`src/rtl/mem_arbiter_pkg.sv`:
```
// Shared encodings and sizes for the two-requester memory arbiter.
package mem_arbiter_pkg;

    localparam int unsigned ADDR_W           = 30;
    localparam int unsigned DATA_W           = 32;
    localparam int unsigned WD_W             = 8;
    localparam int unsigned WD_LIMIT_DEFAULT = 255;

    typedef enum logic [1:0] {
        ST_IDLE     = 2'd0,
        ST_IF_BUSY  = 2'd1,
        ST_MEM_BUSY = 2'd2,
        ST_DONE     = 2'd3
    } arb_state_e;

    typedef enum logic {
        GNT_IF  = 1'b0,
        GNT_MEM = 1'b1
    } grant_e;

endpackage

```
`src/rtl/mem_arbiter.sv`:
```
// Arbitrates instruction-fetch and data requests onto one memory port,
// alternating on ties and bounding each access with a Mem_Ack watchdog.
module mem_arbiter
    import mem_arbiter_pkg::*;
#(
    parameter int unsigned WD_LIMIT = WD_LIMIT_DEFAULT
) (
    input  logic              clock,
    input  logic              reset_n,
    input  logic              IF_Read,
    input  logic [ADDR_W-1:0] IF_Address,
    output logic [DATA_W-1:0] IF_ReadData,
    output logic              IF_Ready,
    input  logic              MEM_Read,
    input  logic              MEM_Write,
    input  logic [ADDR_W-1:0] MEM_Address,
    input  logic [DATA_W-1:0] MEM_WriteData,
    input  logic [3:0]        MEM_ByteEn,
    output logic [DATA_W-1:0] MEM_ReadData,
    output logic              MEM_Ready,
    output logic              MEM_Stall_Controller,
    output logic              Bus_Error,
    output logic              Mem_Req,
    output logic              Mem_Wr,
    output logic [ADDR_W-1:0] Mem_Addr,
    output logic [DATA_W-1:0] Mem_WrData,
    output logic [3:0]        Mem_ByteEn,
    input  logic              Mem_Ack,
    input  logic [DATA_W-1:0] Mem_RdData
);

    // Expiry is flagged in the BUSY cycle whose increment would reach WD_LIMIT,
    // so Mem_Req is held for exactly WD_LIMIT cycles.
    localparam logic [WD_W-1:0] WD_LAST = WD_W'(WD_LIMIT - 1);

    arb_state_e        state_q;
    grant_e            last_grant_q;
    logic [WD_W-1:0]   wd_q;
    logic [WD_W-1:0]   wd_d;
    logic [DATA_W-1:0] if_rdata_q;
    logic [DATA_W-1:0] mem_rdata_q;
    logic              if_ready_q;
    logic              mem_ready_q;
    logic              bus_error_q;
    logic              mem_req_q;
    logic              mem_wr_q;
    logic [ADDR_W-1:0] mem_addr_q;
    logic [DATA_W-1:0] mem_wrdata_q;
    logic [3:0]        mem_byteen_q;

    logic mem_pend;
    logic grant_mem;
    logic wd_expire;

    assign mem_pend  = MEM_Read | MEM_Write;
    assign grant_mem = mem_pend & (~IF_Read | (last_grant_q == GNT_IF));
    assign wd_expire = (wd_q == WD_LAST);
    assign wd_d      = wd_q + 1'b1;

    always_ff @(posedge clock) begin
        if (!reset_n) begin
            state_q      <= ST_IDLE;
            last_grant_q <= GNT_IF;
            wd_q         <= '0;
            if_rdata_q   <= '0;
            mem_rdata_q  <= '0;
            if_ready_q   <= 1'b0;
            mem_ready_q  <= 1'b0;
            bus_error_q  <= 1'b0;
            mem_req_q    <= 1'b0;
            mem_wr_q     <= 1'b0;
            mem_addr_q   <= '0;
            mem_wrdata_q <= '0;
            mem_byteen_q <= '0;
        end else begin
            if_ready_q  <= 1'b0;
            mem_ready_q <= 1'b0;
            bus_error_q <= 1'b0;
            unique case (state_q)
                ST_IDLE: begin
                    if (mem_pend || IF_Read) begin
                        mem_req_q <= 1'b1;
                        wd_q      <= '0;
                        if (grant_mem) begin
                            state_q      <= ST_MEM_BUSY;
                            last_grant_q <= GNT_MEM;
                            mem_addr_q   <= MEM_Address;
                            mem_wrdata_q <= MEM_WriteData;
                            mem_byteen_q <= MEM_ByteEn;
                            mem_wr_q     <= MEM_Write;
                        end else begin
                            state_q      <= ST_IF_BUSY;
                            last_grant_q <= GNT_IF;
                            mem_addr_q   <= IF_Address;
                            mem_wrdata_q <= '0;
                            mem_byteen_q <= '1;
                            mem_wr_q     <= 1'b0;
                        end
                    end
                end
                ST_IF_BUSY, ST_MEM_BUSY: begin
                    // A late Ack still wins over a simultaneous expiry.
                    if (Mem_Ack || wd_expire) begin
                        state_q     <= ST_DONE;
                        mem_req_q   <= 1'b0;
                        bus_error_q <= ~Mem_Ack;
                        if (state_q == ST_IF_BUSY) begin
                            if_ready_q <= 1'b1;
                            if_rdata_q <= Mem_Ack ? Mem_RdData : '0;
                        end else begin
                            mem_ready_q <= 1'b1;
                            if (!mem_wr_q) begin
                                mem_rdata_q <= Mem_Ack ? Mem_RdData : '0;
                            end
                        end
                    end else begin
                        wd_q <= wd_d;
                    end
                end
                ST_DONE: state_q <= ST_IDLE;
                default: state_q <= ST_IDLE;
            endcase
        end
    end

    assign IF_ReadData          = if_rdata_q;
    assign IF_Ready             = if_ready_q;
    assign MEM_ReadData         = mem_rdata_q;
    assign MEM_Ready            = mem_ready_q;
    assign MEM_Stall_Controller = mem_pend & ~mem_ready_q;
    assign Bus_Error            = bus_error_q;
    assign Mem_Req              = mem_req_q;
    assign Mem_Wr               = mem_wr_q;
    assign Mem_Addr             = mem_addr_q;
    assign Mem_WrData           = mem_wrdata_q;
    assign Mem_ByteEn           = mem_byteen_q;

endmodule

```
`config.mk`:
```
export PLATFORM = sky130hd
export DESIGN_NAME = mem_arbiter
export DESIGN_NICKNAME = d
export VERILOG_FILES = /design/src/rtl/mem_arbiter_pkg.sv /design/src/rtl/mem_arbiter.sv
export SDC_FILE = /design/constraint.sdc
export NUM_CORES = 1
export LEC_CHECK = 0
export ABC_CLOCK_PERIOD_IN_PS = 2500
export CAP_MARGIN = 20
export CORE_MARGIN = 5
export CORE_UTILIZATION = 41
export DETAILED_ROUTE_END_ITERATION = 12
export GPL_TIMING_DRIVEN = 0
export HOLD_SLACK_MARGIN = 0.1
export PLACE_DENSITY = 0.85
export SYNTH_ARGS = -nofsm -noshare
export SYNTH_HDL_FRONTEND = slang
export SYNTH_SLANG_ARGS = --single-unit
```
`constraint.sdc`:
```
create_clock -name clock -period 2.5 [get_ports clock]
set_clock_uncertainty 0.1 [all_clocks]
set_input_delay 0.375 -clock clock [delete_from_list [all_inputs] [get_ports clock]]
set_output_delay 0.375 -clock clock [all_outputs]
set_load 0.005 [all_outputs]
```
; Word-level counts from Yosys, hierarchy flattened
; Cells that the tools add are included.
[classes]
bitwise = 10
n_reduce_logical = 12
n_addsub = 1
n_eq_ne = 7
n_mux = 18
[op_table]
columns = op, n
row1 = 2-to-1 mux 32 bit, 2
row2 = 2-to-1 mux 30 bit, 1
row3 = 2-to-1 mux 8 bit, 2
row4 = case mux 8 bit (2 select lines), 1
row5 = AND reduction 3 bit, 4
row6 = "adder 8 x 1 -> 8 bit, second input constant", 1
row7 = "equality test 8 bit, second input constant", 1
row8 = 2-to-1 mux 1 bit, 6
row9 = 2-to-1 mux 2 bit, 3
row10 = "!= test 2 bit, second input constant", 3
row11 = NOT 1 bit, 6
row12 = case mux 2 bit (3 select lines), 1
row13 = "equality test 2 bit, second input constant", 2
row14 = 2-to-1 mux 4 bit, 1
row15 = AND reduction 2 bit, 2
row16 = AND reduction 4 bit, 1
row17 = AND 1 bit, 2
row18 = "equality test 2 x 1 -> 1 bit, second input constant", 1
row19 = logical NOT 2 bit, 1
row20 = logical OR 1 bit, 2
row21 = OR 1 bit, 2
row22 = case mux 1 bit (2 select lines), 1
row23 = nonzero test 2 bit, 1
row24 = OR reduction 2 bit, 1
[word_totals]
inputBits = 134
regBits = 146
elab_cells = 61
output_inout_bits = 136

; Longest topological paths before layout
; Gate-level depths: netlist of run 1.
[depth]
word_depth = 6
depth_mapped = 10
ltp_nobuf = 6

; Worst setup path before layout of run 1
; Ideal clock, no wire load.
[synth_timing]
path_type = flip-flop to flip-flop
start = register state_q[0]
end = register mem_rdata_q[0], in the netlist MEM_ReadData[0]
setup_ns = 0.117
slack_ns = 0.394
stages_incl_launch_ff = 9
synth_period_minus_slack_ns = 2.106
path_buffers = 2
t_required_ns = 2.283
arrival_time_ns = 1.888
path_cell_list = dfxtp_1 > inv_1 > ha_1 > buf_2 > inv_1 > nor3_1 > a21oi_1 > clkbuf_1 > a32o_1
[synth_via]
elab_chain_cells = 3
elab_cells_between_ends = 5
classes_between = 2 x eq/ne / 1 x bitwise / 2 x reduce/logical
[synth_lines]
columns = element, line
row1 = from (decl), mem_arbiter.sv:36  ; arb_state_e state_q;
row2 = from (signal assigned), mem_arbiter.sv:62  ; state_q <= ST_IDLE;
row3 = from (signal assigned), mem_arbiter.sv:85  ; state_q <= ST_MEM_BUSY;
row4 = from (signal assigned), mem_arbiter.sv:92  ; state_q <= ST_IF_BUSY;
row5 = equality test 2 x 1 -> 1 bit / equality test 2 bit (equally long branches), "mem_arbiter.sv:79, mem_arbiter.sv:107"
row6 = OR reduction 2 bit / NOT 1 bit (equally long branches), -
row7 = AND reduction 4 bit (no line) *, -
row8 = to (signal assigned), mem_arbiter.sv:113  ; mem_rdata_q <= Mem_Ack ? Mem_RdData : '0;
row9 = to (decl), mem_arbiter.sv:41  ; logic [DATA_W-1:0] mem_rdata_q;
; Every way passes the cells marked *; elsewhere a longest branch is shown, timed or not.
; A chain may end at the register's enable or synchronous reset.

; Worst setup path after layout of run 1
[layout_timing]
start = register wd_q[0]
end = register mem_rdata_q[24], in the netlist MEM_ReadData[24]
[layout_via]
elab_chain_cells = 3
[layout_lines]
columns = element, line
row1 = from (decl), mem_arbiter.sv:38  ; logic [WD_W-1:0] wd_q;
row2 = from (signal assigned), mem_arbiter.sv:117  ; wd_q <= wd_d;
row3 = equality test 8 bit, mem_arbiter.sv:57  ; assign wd_expire = (wd_q == WD_LAST);
row4 = logical OR 1 bit, mem_arbiter.sv:103  ; if (Mem_Ack || wd_expire) begin
row5 = AND reduction 4 bit (no line), -
; No other way between the ends.

==> results of run 1 <==
## repair_timing
| action | CTS | global route |
|---|---|---|
| hold buffers | 0 | 0 |
| setup endpoints to repair | 30 | 30 |
| gates cloned | 0 | 0 |
| gates resized for setup | 1 | 6 |
| hold endpoints to repair | 0 | 0 |
| pin swaps | 0 | 1 |
## flip-flops by register name, summed over array words and instances (netlist names), 2 cells and up
register      count
IF_ReadData      32
MEM_ReadData     32
Mem_WrData       32
Mem_Addr         30
wd_q              8
Mem_ByteEn        4
state_q           2
## per-stage QoR
| stage | util | TNS [ns] | hold slack, ns | cell area (sq um) | setup WS, ns |
|---|---|---|---|---|---|
| 3_3_place_gp | 0.629 | -11.83 | 0.341 | 8740 | -0.188 |
| 5_1_grt | 0.672 | 0 | 0.379 | 9330 | 0.00976 |
| 4_1_cts | 0.671 | 0 | 0.358 | 9320 | 0.0256 |
| 2_1_floorplan | - | 0 | 0.351 | 5820 | 0.394 |
| 3_5_place_dp | 0.629 | -14.58 | 0.347 | 8740 | -0.241 |
| 6_report | 0.672 | 0 | 0.355 | 9330 | 0.160 |
## placed cells by master (no fill, tap or decap), drive strengths merged, types with 2 or more instances in the layout
cell / synthesis / final
o21ai: 6 / 6
and2: 4 / 4
clkinvlp: 0 / 2
nor3: 5 / 5
clkbuf: 29 / 51
a21oi: 6 / 6
dfxtp: 146 / 146
clkdlybuf4s50: 0 / 269
nor2: 74 / 74
o22ai: 4 / 4
nand2: 72 / 72
nand3: 4 / 4
clkinv: 0 / 6
buf: 19 / 20
inv: 6 / 6
a21o: 3 / 3
ha: 4 / 4
nor4: 2 / 2
or4: 2 / 2
a211o: 2 / 2
mux2i: 63 / 63
and3: 4 / 4
a211oi: 30 / 30
o22a: 4 / 4
or3: 2 / 2
nor3b: 2 / 2
a22oi: 33 / 33
o2111ai: 2 / 2
a32o: 32 / 32
or4b: 2 / 2
## layer usage
metal / share of wire / wire length (um) / global-route usage / vias to the layer above
li1: - / - / - / 2648
met1: 0.40 / 7570 / 0.264 / 2592
met2: 0.50 / 9500 / 0.374 / 197
met3: 0.054 / 1020 / 0.0544 / 48
met4: 0.041 / 773 / 0.116 / 0
met5: 0 / 0 / 0 / -
## worst paths after layout
| kind | from | endpoint | slack (ns) |
|---|---|---|---|
| worst max-delay path | wd_q[0] | MEM_ReadData[24] | 0.16 |
| worst min register to register | IF_ReadData[2] | IF_ReadData[2] | 0.36 |
| worst max register to register | wd_q[0] | MEM_ReadData[24] | 0.16 |
| worst min-delay path | IF_ReadData[2] | IF_ReadData[2] | 0.36 |
## area by class of cell
type / count / area share
sequential: 146 / 0.313
timing repair buffer: 269 / 0.289
multi-input combinational: 371 / 0.282
clock buffer: 23 / 0.0534
buffer: 48 / 0.0272
tap: 180 / 0.0241
clock inverter: 9 / 0.00845
inverter: 6 / 0.00241
## power by group
part	switching, uW	internal, uW	leakage, uW	total [uW]
Combinational	1670	1860	0.00203	3530
Sequential	291	2870	0.00119	3170
Clock	940	1490	0.000285	2430
Total	2900	6230	0.00351	9130
## worst max-delay path, stage by stage (launching register included)
cell	delay (ns)
sky130_fd_sc_hd__dfxtp_1	0.39
sky130_fd_sc_hd__inv_1	0.06
sky130_fd_sc_hd__ha_1	0.21
sky130_fd_sc_hd__and3_1	0.21
sky130_fd_sc_hd__a21o_1	0.27
sky130_fd_sc_hd__a21oi_1	0.42
sky130_fd_sc_hd__buf_1	0.43
sky130_fd_sc_hd__a32o_1	0.19
## kinds of logic (layout without fill, tap and decap cells)
group | Yosys count | after routing
buf+inv | 54 | 355
fa+ha+maj | 4 | 4
flops | 146 | 146
simple gates | 177 | 177
compound gates | 127 | 127
mux | 63 | 63
==> Flow_metrics.wiki, run 1 <==
{| class="wikitable"
! Metric !! Value
|-
| Post-synth top cells || 146 x sky130_fd_sc_hd__dfxtp_1, 74 x sky130_fd_sc_hd__nor2_1, 72 x sky130_fd_sc_hd__nand2_1, 63 x sky130_fd_sc_hd__mux2i_1, 33 x sky130_fd_sc_hd__a22oi_1
|-
| Number of global-route vias before repair || 5,621
|-
| Critical Setup Path Class || reg2reg
|-
| Share of synthesized cell area in full adder, half adder and majority cells || 0.00860
|-
| Maximum clock frequency || 427 MHz
|-
| Root Driver || sky130_fd_sc_hd__clkbuf_16
|-
| DRC || 0
|-
| Remaining max-slew budget at the tightest pin || 0.511
|-
| Die ar. || 0.0167 sq mm
|-
| Number of distinct standard cells referenced by the synthesized netlist || 42
|-
| Largest net degree at the start of global routing || 17
|-
| Antenna violations before repair || 0
|-
| Clock insertion delay at the later pin of the skew report || 0.41 ns
|-
| Total via count after detailed routing || 5,485
|-
| Number of enable flip-flop cells after synthesis || 0
|-
| Die Span Y || 129 um
|-
| Clock transition time at the flip-flop clock pins of the worst setup and hold paths || 0.06 ns
|-
| HPWL after DPL || 14,500 um
|-
| Maximum level of the CTS H-tree || 4
|-
| Prevailing post-synth register cell || sky130_fd_sc_hd__dfxtp_1
|-
| Synth Register Bits || 146
|-
| Xor and xnor fraction of the mapped netlist area || 0
|-
| GRT Resource Usage Total || 0.223
|-
| Minimum clock period after layout || 2.34 ns
|-
| Final max-slew violation count || 0
|-
| Post-DR wirelength/cell || 17.9 um
|-
| Post-synth design cell area || 0.00582 sq mm
|-
| Total clock sinks || 146
|-
| Cells after Synth || 571
|-
| Fraction of the mapped netlist area in simple logic gates || 0.132
|-
| Top-area cell type share of the netlist area || 0.502
|-
| DP Cell Count || 1,020
|-
| Number of failing hold endpoints at the final stage || 0
|-
| Detailed-route vias per instance || 5.21
|-
| Number of nets at the end of the flow || 997
|-
| Data arrival at the endpoint of the critical path || 2.59 ns
|-
| Number of rows in the core area || 43
|-
| Mean Syn Cell Area || 10.2 sq um
|-
| Count of pins on the block boundary || 270
|-
| Depth of the worst register-to-register path || 7
|-
| Area fraction in compound gates after synthesis || 0.201
|-
| Max-cap viol count || 0
|-
| First-pass GRT wire length || 29,100 um
|-
| Total design power || 9130 uW
|-
| P_leak || 0.00351 uW
|-
| TritonCTS Buffers || 17
|-
| Std-Cell Core Area || 0.0139 sq mm
|-
| Number of antenna repair diodes || 0
|-
| Remaining antenna violation count || 0
|-
| Proportion of layout cells with a drive suffix above 1 || 0.0975
|-
| Worst vdd rail ir drop || 480 uV
|-
| Kind of capture point of the worst setup path || register
|-
| Required time of the worst setup path || 2.75 ns
|-
| Maximum fanout along the worst path || 10
|-
| Hold Path Class || reg2reg
|-
| Die X-Extent || 129 um
|-
| Leading cell type by number of instances after synthesis || sky130_fd_sc_hd__dfxtp_1
|-
| TritonCTS clock tree || done
|-
| Routability-driven placement congestion ratio || 0.897
|-
| Register area || 0.00292 sq mm
|-
| Yosys Warn Count || 0
|-
| Layout Cells excl Fill || 1,052
|-
| Fill cell count || 1,126
|-
| Top post-synthesis cells by area || sky130_fd_sc_hd__dfxtp_1 50%, sky130_fd_sc_hd__mux2i_1 11%, sky130_fd_sc_hd__a211oi_2 6.5%, sky130_fd_sc_hd__a32o_1 5.5%, sky130_fd_sc_hd__nor2_1 4.8%
|-
| DRC marker count from the first detailed-route iteration || 323
|-
| Area growth from synthesis to layout || 60.3%
|-
| Part of the Yosys area used for sequential elements || 0.502
|-
| Effective utilization at floorplan || 0.419
|-
| Total wire length || 18,900 um
|-
| Maximum clock insertion buffer count || 2
|-
| Setup repair after global routing missed its margin || false
|-
| Number of iterations in the first detailed-routing pass || 5
|-
| Final cycle utilization of the critical path || 0.936
|-
| Ys async rst share || 0
|-
| Mux cell area share after synthesis || 0.108
|-
| Worst Max-Slew Pin Slew || 0.733 ns
|-
| Startpoint class of the critical path || register
|-
| Worst hold path stage count || 2
|-
| Nets in the synthesized netlist || 709
|-
| Pwr per Cell Area || 979 mW/mm^2
|-
| Outcome || finished clean
|-
| Biggest area consumer among synthesized cells || sky130_fd_sc_hd__dfxtp_1
|-
| Post CTS Setup Buffer Count || 0
|-
| Number of buffers added on ports || 269
|-
| GRT overflow || 0
|-
| Largest family of logic cells by synthesized area || compound AO/OA/AOI/OAI gates
|-
| Number of setup violations in the final report || 0
|-
| Area of the multi-input gates || 0.00263 sq mm
|}
No activity file was read; power rests on OpenSTA's default activity.
==> run 2: changes to the inputs <==
--- a/config.mk
+++ b/config.mk
@@ -7,8 +7,11 @@
 export LEC_CHECK = 0
 export ABC_CLOCK_PERIOD_IN_PS = 2500
 export CAP_MARGIN = 20
+export CELL_PAD_IN_SITES_DETAIL_PLACEMENT = 2
+export CELL_PAD_IN_SITES_GLOBAL_PLACEMENT = 2
+export CORE_ASPECT_RATIO = 0.7
 export CORE_MARGIN = 5
-export CORE_UTILIZATION = 41
+export CORE_UTILIZATION = 24
 export DETAILED_ROUTE_END_ITERATION = 12
 export GPL_TIMING_DRIVEN = 0
 export HOLD_SLACK_MARGIN = 0.1
==> run 2 against run 1 <==
Effect of this change:
- utilization down 27 points
- critical endpoint is now MEM_ReadData[5]
- cell count up 13%
- global-route usage is 5.3 points lower
- largest power group unchanged
==> Flow_metrics.wiki, run 2 (synthesis gave the netlist of run 1 again) <==
{| class="wikitable"
! Metric !! Value
|-
| Outcome || finished clean
|-
| Top layer in use || met4
|-
| Met1 Routed Length || 10,500 um
|-
| Number of antenna repair diodes || 0
|-
| Total design power || 9350 uW
|-
| Maximum clock insertion buffer count || 2
|-
| Proportion of layout cells with a drive suffix above 1 || 0.101
|-
| P_leak || 0.00349 uW
|-
| Critical Setup Path Class || reg2reg
|-
| DP Cell Count || 1,158
|-
| Number of setup violations in the final report || 0
|-
| Number of buffers added on ports || 269
|-
| GRT Resource Usage Total || 0.169
|-
| Maximum clock frequency || 423 MHz
|-
| Worst vdd rail ir drop || 457 uV
|-
| Crit path cell chain || inv_1, ha_1, buf_2, inv_1, nor3_4, a21oi_2, clkbuf_2, a32o_1
|-
| Startpoint class of the critical path || register
|-
| Max-cap viol count || 0
|-
| Worst hold path stage count || 2
|-
| Largest delay share family, worst path || buffers and inverters
|-
| Kind of capture point of the worst setup path || register
|-
| DRC marker count from the first detailed-route iteration || 182
|-
| Root Driver || sky130_fd_sc_hd__clkbuf_16
|-
| Net switching power || 3190 uW
|-
| Number of iterations in the first detailed-routing pass || 4
|-
| Number of rows in the core area || 47
|-
| Die X-Extent || 196 um
|-
| Total via count after detailed routing || 5,658
|-
| Count of pins on the block boundary || 270
|-
| Commonest non-fill, non-tap cells in the layout || 269 x sky130_fd_sc_hd__clkdlybuf4s50_1, 146 x sky130_fd_sc_hd__dfxtp_1, 74 x sky130_fd_sc_hd__nor2_1
|-
| Fraction of power spent switching nets || 0.341
|-
| Clock transition time at the flip-flop clock pins of the worst setup and hold paths || 0.06 ns
|-
| Effective utilization at floorplan || 0.245
|-
| GRT overflow || 0
|-
| Largest net degree at the start of global routing || 17
|-
| Remaining max-slew budget at the tightest pin || 0.427
|-
| Post CTS Setup Buffer Count || 0
|-
| Share of total power in sequential cells || 0.341
|-
| Required time of the worst setup path || 2.70 ns
|-
| Total of hold buffers inserted after clock tree synthesis || 0
|-
| Routability-driven placement congestion ratio || 0.745
|-
| Highest cell delay on the worst timing path || 0.36 ns
|-
| Buffering stage count on the worst path with inverters included || 4
|-
| Hold Path Class || reg2reg
|-
| Antenna violations before repair || 0
|-
| Slack of the worst reg-to-reg path || 0.14 ns
|-
| Post-DR wirelength/cell || 20.0 um
|-
| Maximum fanout along the worst path || 10
|-
| Internal power consumption || 6160 uW
|-
| Critical path depth || 8
|-
| Minimum clock period after layout || 2.36 ns
|-
| Die Span Y || 140 um
|-
| Detailed-route vias per instance || 4.75
|-
| Clock insertion delay at the later pin of the skew report || 0.41 ns
|-
| Final cycle utilization of the critical path || 0.945
|-
| Logic pwr share || 0.394
|-
| Die ar. || 0.0275 sq mm
|-
| Most frequent standard cell in the layout excluding fill and tap cells || sky130_fd_sc_hd__clkdlybuf4s50_1
|-
| Portion of total power attributed to the clock network || 0.265
|-
| Total Negative Setup Slacks || 0 ns
|-
| Area growth from synthesis to layout || 63.1%
|-
| Layout Cells excl Fill || 1,190
|-
| HPWL after DPL || 18,500 um
|-
| DRC || 0
|-
| Number of nets at the end of the flow || 997
|-
| Critical-path top delay cell || sky130_fd_sc_hd__dfxtp_1
|-
| Most common cell type on the critical path || sky130_fd_sc_hd__inv_1
|-
| Depth of the worst register-to-register path || 8
|-
| Worst Max-Slew Pin Slew || 0.860 ns
|-
| TritonCTS clock tree || done
|-
| Metal3 WL || 1910 um
|-
| Total wire length || 23,800 um
|-
| Data arrival at the endpoint of the critical path || 2.56 ns
|-
| Fill cell count || 2,577
|-
| Setup repair after global routing missed its margin || false
|-
| Number of failing hold endpoints at the final stage || 0
|-
| First-pass GRT wire length || 36,800 um
|-
| Final standard cell utilization of the core || 0.399
|-
| Routed wl met2 || 11,200 um
|-
| Remaining antenna violation count || 0
|-
| Number of global-route vias before repair || 6,272
|-
| Final max-slew violation count || 0
|-
| TritonCTS Buffers || 17
|-
| Pwr per Cell Area || 985 mW/mm^2
|-
| Maximum level of the CTS H-tree || 4
|-
| Std-Cell Core Area || 0.0238 sq mm
|-
| Total clock sinks || 146
|}
-- run 2: cell types whose count changed in the layout (fill, tap and decap cells not counted), sizes merged --
cell	change
clkinvlp	+3
clkbuf	-2
inv	+2
clkinv	-2
buf	-1
-- run 2: cell type report --
cell class / count / area (sq um) / area share
multi-input combinational: 371 / 2640 / 0.278
tap: 318 / 398 / 0.0419
timing repair buffer: 269 / 2690 / 0.284
sequential: 146 / 2920 / 0.308
clock buffer: 20 / 457 / 0.0481
buffer: 48 / 256 / 0.0270
clock inverter: 12 / 105 / 0.0111
inverter: 6 / 22.5 / 0.00237
-- run 2: per-stage QoR --
step	hold slack, ns	setup slack [ns]	instance area (sq um)
final	0.357	0.137	9490
after CTS	0.364	0.00235	9490
after detailed placement	0.352	-0.689	8910
after global placement	0.342	-0.542	8910
after global routing	0.376	0.00822	9490
after floorplan	0.351	0.394	5820
-- run 2: per-layer routing --
metal | GRT usage | vias up
met2 | 0.283 | 169
li1 | - | 2637
met4 | 0.0353 | 0
met1 | 0.209 | 2833
met3 | 0.0655 | 19
met5 | 0 | -
-- run 2: power by group through the flow --
stage	clock (uW)	combinational, uW	sequential [uW]
detailed placement	0	3700	3230
finish	2480	3680	3180
CTS	2560	3750	3190
global placement	0	3600	3180
global route	2670	3990	3260
floorplan	0	1720	3230
-- run 2: repair_timing --
item,CTS,global route
setup endpoints to repair,32,30
endpoints found under the hold margin,0,0
pin swaps,0,1
resized for setup,4,6
-- run 2: path summary, 6_finish.rpt --
check	start	end
worst max-delay path	state_q[0]	MEM_ReadData[5]
worst min register to register	IF_ReadData[21]	IF_ReadData[21]
worst min-delay path	IF_ReadData[21]	IF_ReadData[21]
worst max register to register	state_q[0]	MEM_ReadData[5]
-- run 2: tightest hold or removal path, stage by stage (launching register included) --
cell and delay (ns):
sky130_fd_sc_hd__dfxtp_1 0.31, sky130_fd_sc_hd__nand2_1 0.05, sky130_fd_sc_hd__mux2i_1 0.05
==> run 3: changes to the inputs <==
==> constraint.sdc (replaced) <==
create_clock -name clock -period 2.5 [get_ports clock]
set_clock_uncertainty 0.1 [all_clocks]
set_input_delay 0.5 -clock clock [delete_from_list [all_inputs] [get_ports clock]]
set_output_delay 0.5 -clock clock [all_outputs]
set_load 0.005 [all_outputs]
==> run 3 against run 2 <==
Effect of this change:
- combinational power hardly changed
- critical path depth is 4 lower
- sequential share of layout area hardly changed
- largest power group unchanged
==> Flow_metrics.wiki, run 3 (synthesis gave the netlist of run 1 again) <==
{| class="wikitable"
! Metric !! Value
|-
| Final cycle utilization of the critical path || 0.976
|-
| Met1 Routed Length || 10,500 um
|-
| Maximum clock frequency || 410 MHz
|-
| Minimum setup slack after placement || -0.689 ns
|-
| Depth of the worst register-to-register path || 8
|-
| Antenna violations before repair || 0
|-
| Number of failing hold endpoints at the final stage || 0
|-
| DRC marker count from the first detailed-route iteration || 179
|-
| Count of pins on the block boundary || 270
|-
| Proportion of layout cells with a drive suffix above 1 || 0.104
|-
| Worst hold path stage count || 2
|-
| Number of antenna repair diodes || 0
|-
| Number of buffers added on ports || 269
|-
| Most frequent standard cell in the layout excluding fill and tap cells || sky130_fd_sc_hd__clkdlybuf4s50_1
|-
| TritonCTS clock tree || done
|-
| Max-cap viol count || 0
|-
| Metal3 WL || 1810 um
|-
| Remaining max-slew budget at the tightest pin || 0.426
|-
| TritonCTS Buffers || 17
|-
| Setup repair after global routing missed its margin || false
|-
| Critical Setup Path Class || in2out
|-
| Post-DR wirelength/cell || 20.0 um
|-
| Detailed-route vias per instance || 4.74
|-
| P_leak || 0.00350 uW
|-
| Area growth from synthesis to layout || 63.2%
|-
| Worst Max-Slew Pin Slew || 0.860 ns
|-
| Routed wl met2 || 11,300 um
|-
| Total via count after detailed routing || 5,645
|-
| Hold Path Class || reg2reg
|-
| Die Span Y || 140 um
|-
| GRT overflow || 0
|-
| HPWL after DPL || 18,500 um
|-
| DRC || 0
|-
| Routability-driven placement congestion ratio || 0.745
|-
| Number of global-route vias before repair || 6,272
|-
| Clock insertion delay at the later pin of the skew report || 0.41 ns
|-
| Remaining antenna violation count || 0
|-
| Total Negative Setup Slacks || 0 ns
|-
| Die ar. || 0.0275 sq mm
|-
| Commonest non-fill, non-tap cells in the layout || 269 x sky130_fd_sc_hd__clkdlybuf4s50_1, 146 x sky130_fd_sc_hd__dfxtp_1, 74 x sky130_fd_sc_hd__nor2_1
|-
| Effective utilization at floorplan || 0.245
|-
| Clock transition time at the flip-flop clock pins of the worst setup and hold paths || 0.06 ns
|-
| Number of iterations in the first detailed-routing pass || 4
|-
| Largest net degree at the start of global routing || 17
|-
| Maximum level of the CTS H-tree || 4
|-
| Std-Cell Core Area || 0.0238 sq mm
|-
| Startpoint class of the critical path || input pin
|-
| Number of setup violations in the final report || 0
|-
| Outcome || finished clean
|-
| GRT Resource Usage Total || 0.169
|-
| Maximum fanout along the worst path || 6
|-
| Minimum clock period after layout || 2.44 ns
|-
| Setup ws final || 0.0590 ns
|-
| Maximum clock insertion buffer count || 2
|-
| Data arrival at the endpoint of the critical path || 1.84 ns
|-
| Die X-Extent || 196 um
|-
| Number of rows in the core area || 47
|-
| Top layer in use || met4
|-
| First-pass GRT wire length || 36,800 um
|-
| Root Driver || sky130_fd_sc_hd__clkbuf_16
|-
| Post CTS Setup Buffer Count || 0
|-
| Worst vdd rail ir drop || 457 uV
|-
| Kind of capture point of the worst setup path || output pin
|-
| Required time of the worst setup path || 1.90 ns
|-
| Final max-slew violation count || 0
|-
| Total design power || 9350 uW
|-
| Total wire length || 23,800 um
|-
| Total of hold buffers inserted after clock tree synthesis || 0
|-
| Number of nets at the end of the flow || 997
|-
| Total clock sinks || 146
|-
| Worst-case hold slack || 0.357 ns
|-
| Pwr per Cell Area || 985 mW/mm^2
|}
run 3: cell counts in the layout (fill, tap and decap cells not counted):
Identical to the previous run, type by type.
run 3: critical path: stages:
cell	delay, ns
sky130_fd_sc_hd__clkdlybuf4s50_1	0.64
sky130_fd_sc_hd__nor2_1	0.09
sky130_fd_sc_hd__nor2_1	0.09
sky130_fd_sc_hd__clkdlybuf4s50_1	0.53
run 3: path summary, 6_finish.rpt:
check,start,to,slack (ns)
setup / recovery,MEM_Write,MEM_Stall_Controller,0.06
hold / removal,IF_ReadData[21],IF_ReadData[21],0.36
setup reg to reg,state_q[0],MEM_ReadData[5],0.14
hold reg to reg,IF_ReadData[21],IF_ReadData[21],0.36
run 3: layout make-up:
class,instances,area (sq um)
Multi-Input combinational cell,371,2640
Buffer,48,260
Sequential cell,146,2920
Tap cell,318,398
Fill cell,2576,14300
Clock inverter,12,105
Clock buffer,20,457
Timing Repair Buffer,269,2690
Inverter,6,22.5
run 3: timing repair:
action / in CTS / in global routing
pin swaps: 0 / 1
resized for setup: 4 / 12
endpoints found under the setup margin: 32 / 60
run 3: layer usage:
metal / vias up / track usage
li1: 2636 / -
met1: 2835 / 0.209
met2: 158 / 0.283
met3: 16 / 0.0655
met4: 0 / 0.0353
met5: - / 0
run 3: per-stage QoR:
stage	cell area [sq um]	instances	util
6_report	9490	1190	0.400
5_1_grt	9490	1190	0.400
4_1_cts	9490	1190	0.399
3_5_place_dp	8910	1158	0.375
3_3_place_gp	8910	1158	0.375
2_1_floorplan	5820	571	-
run 3: power by group:
part	internal [uW]	leakage [uW]	switching [uW]	total [uW]
logic	1870	0.00204	1810	3690
clock network	1420	0.000265	1060	2480
registers	2870	0.00119	311	3180
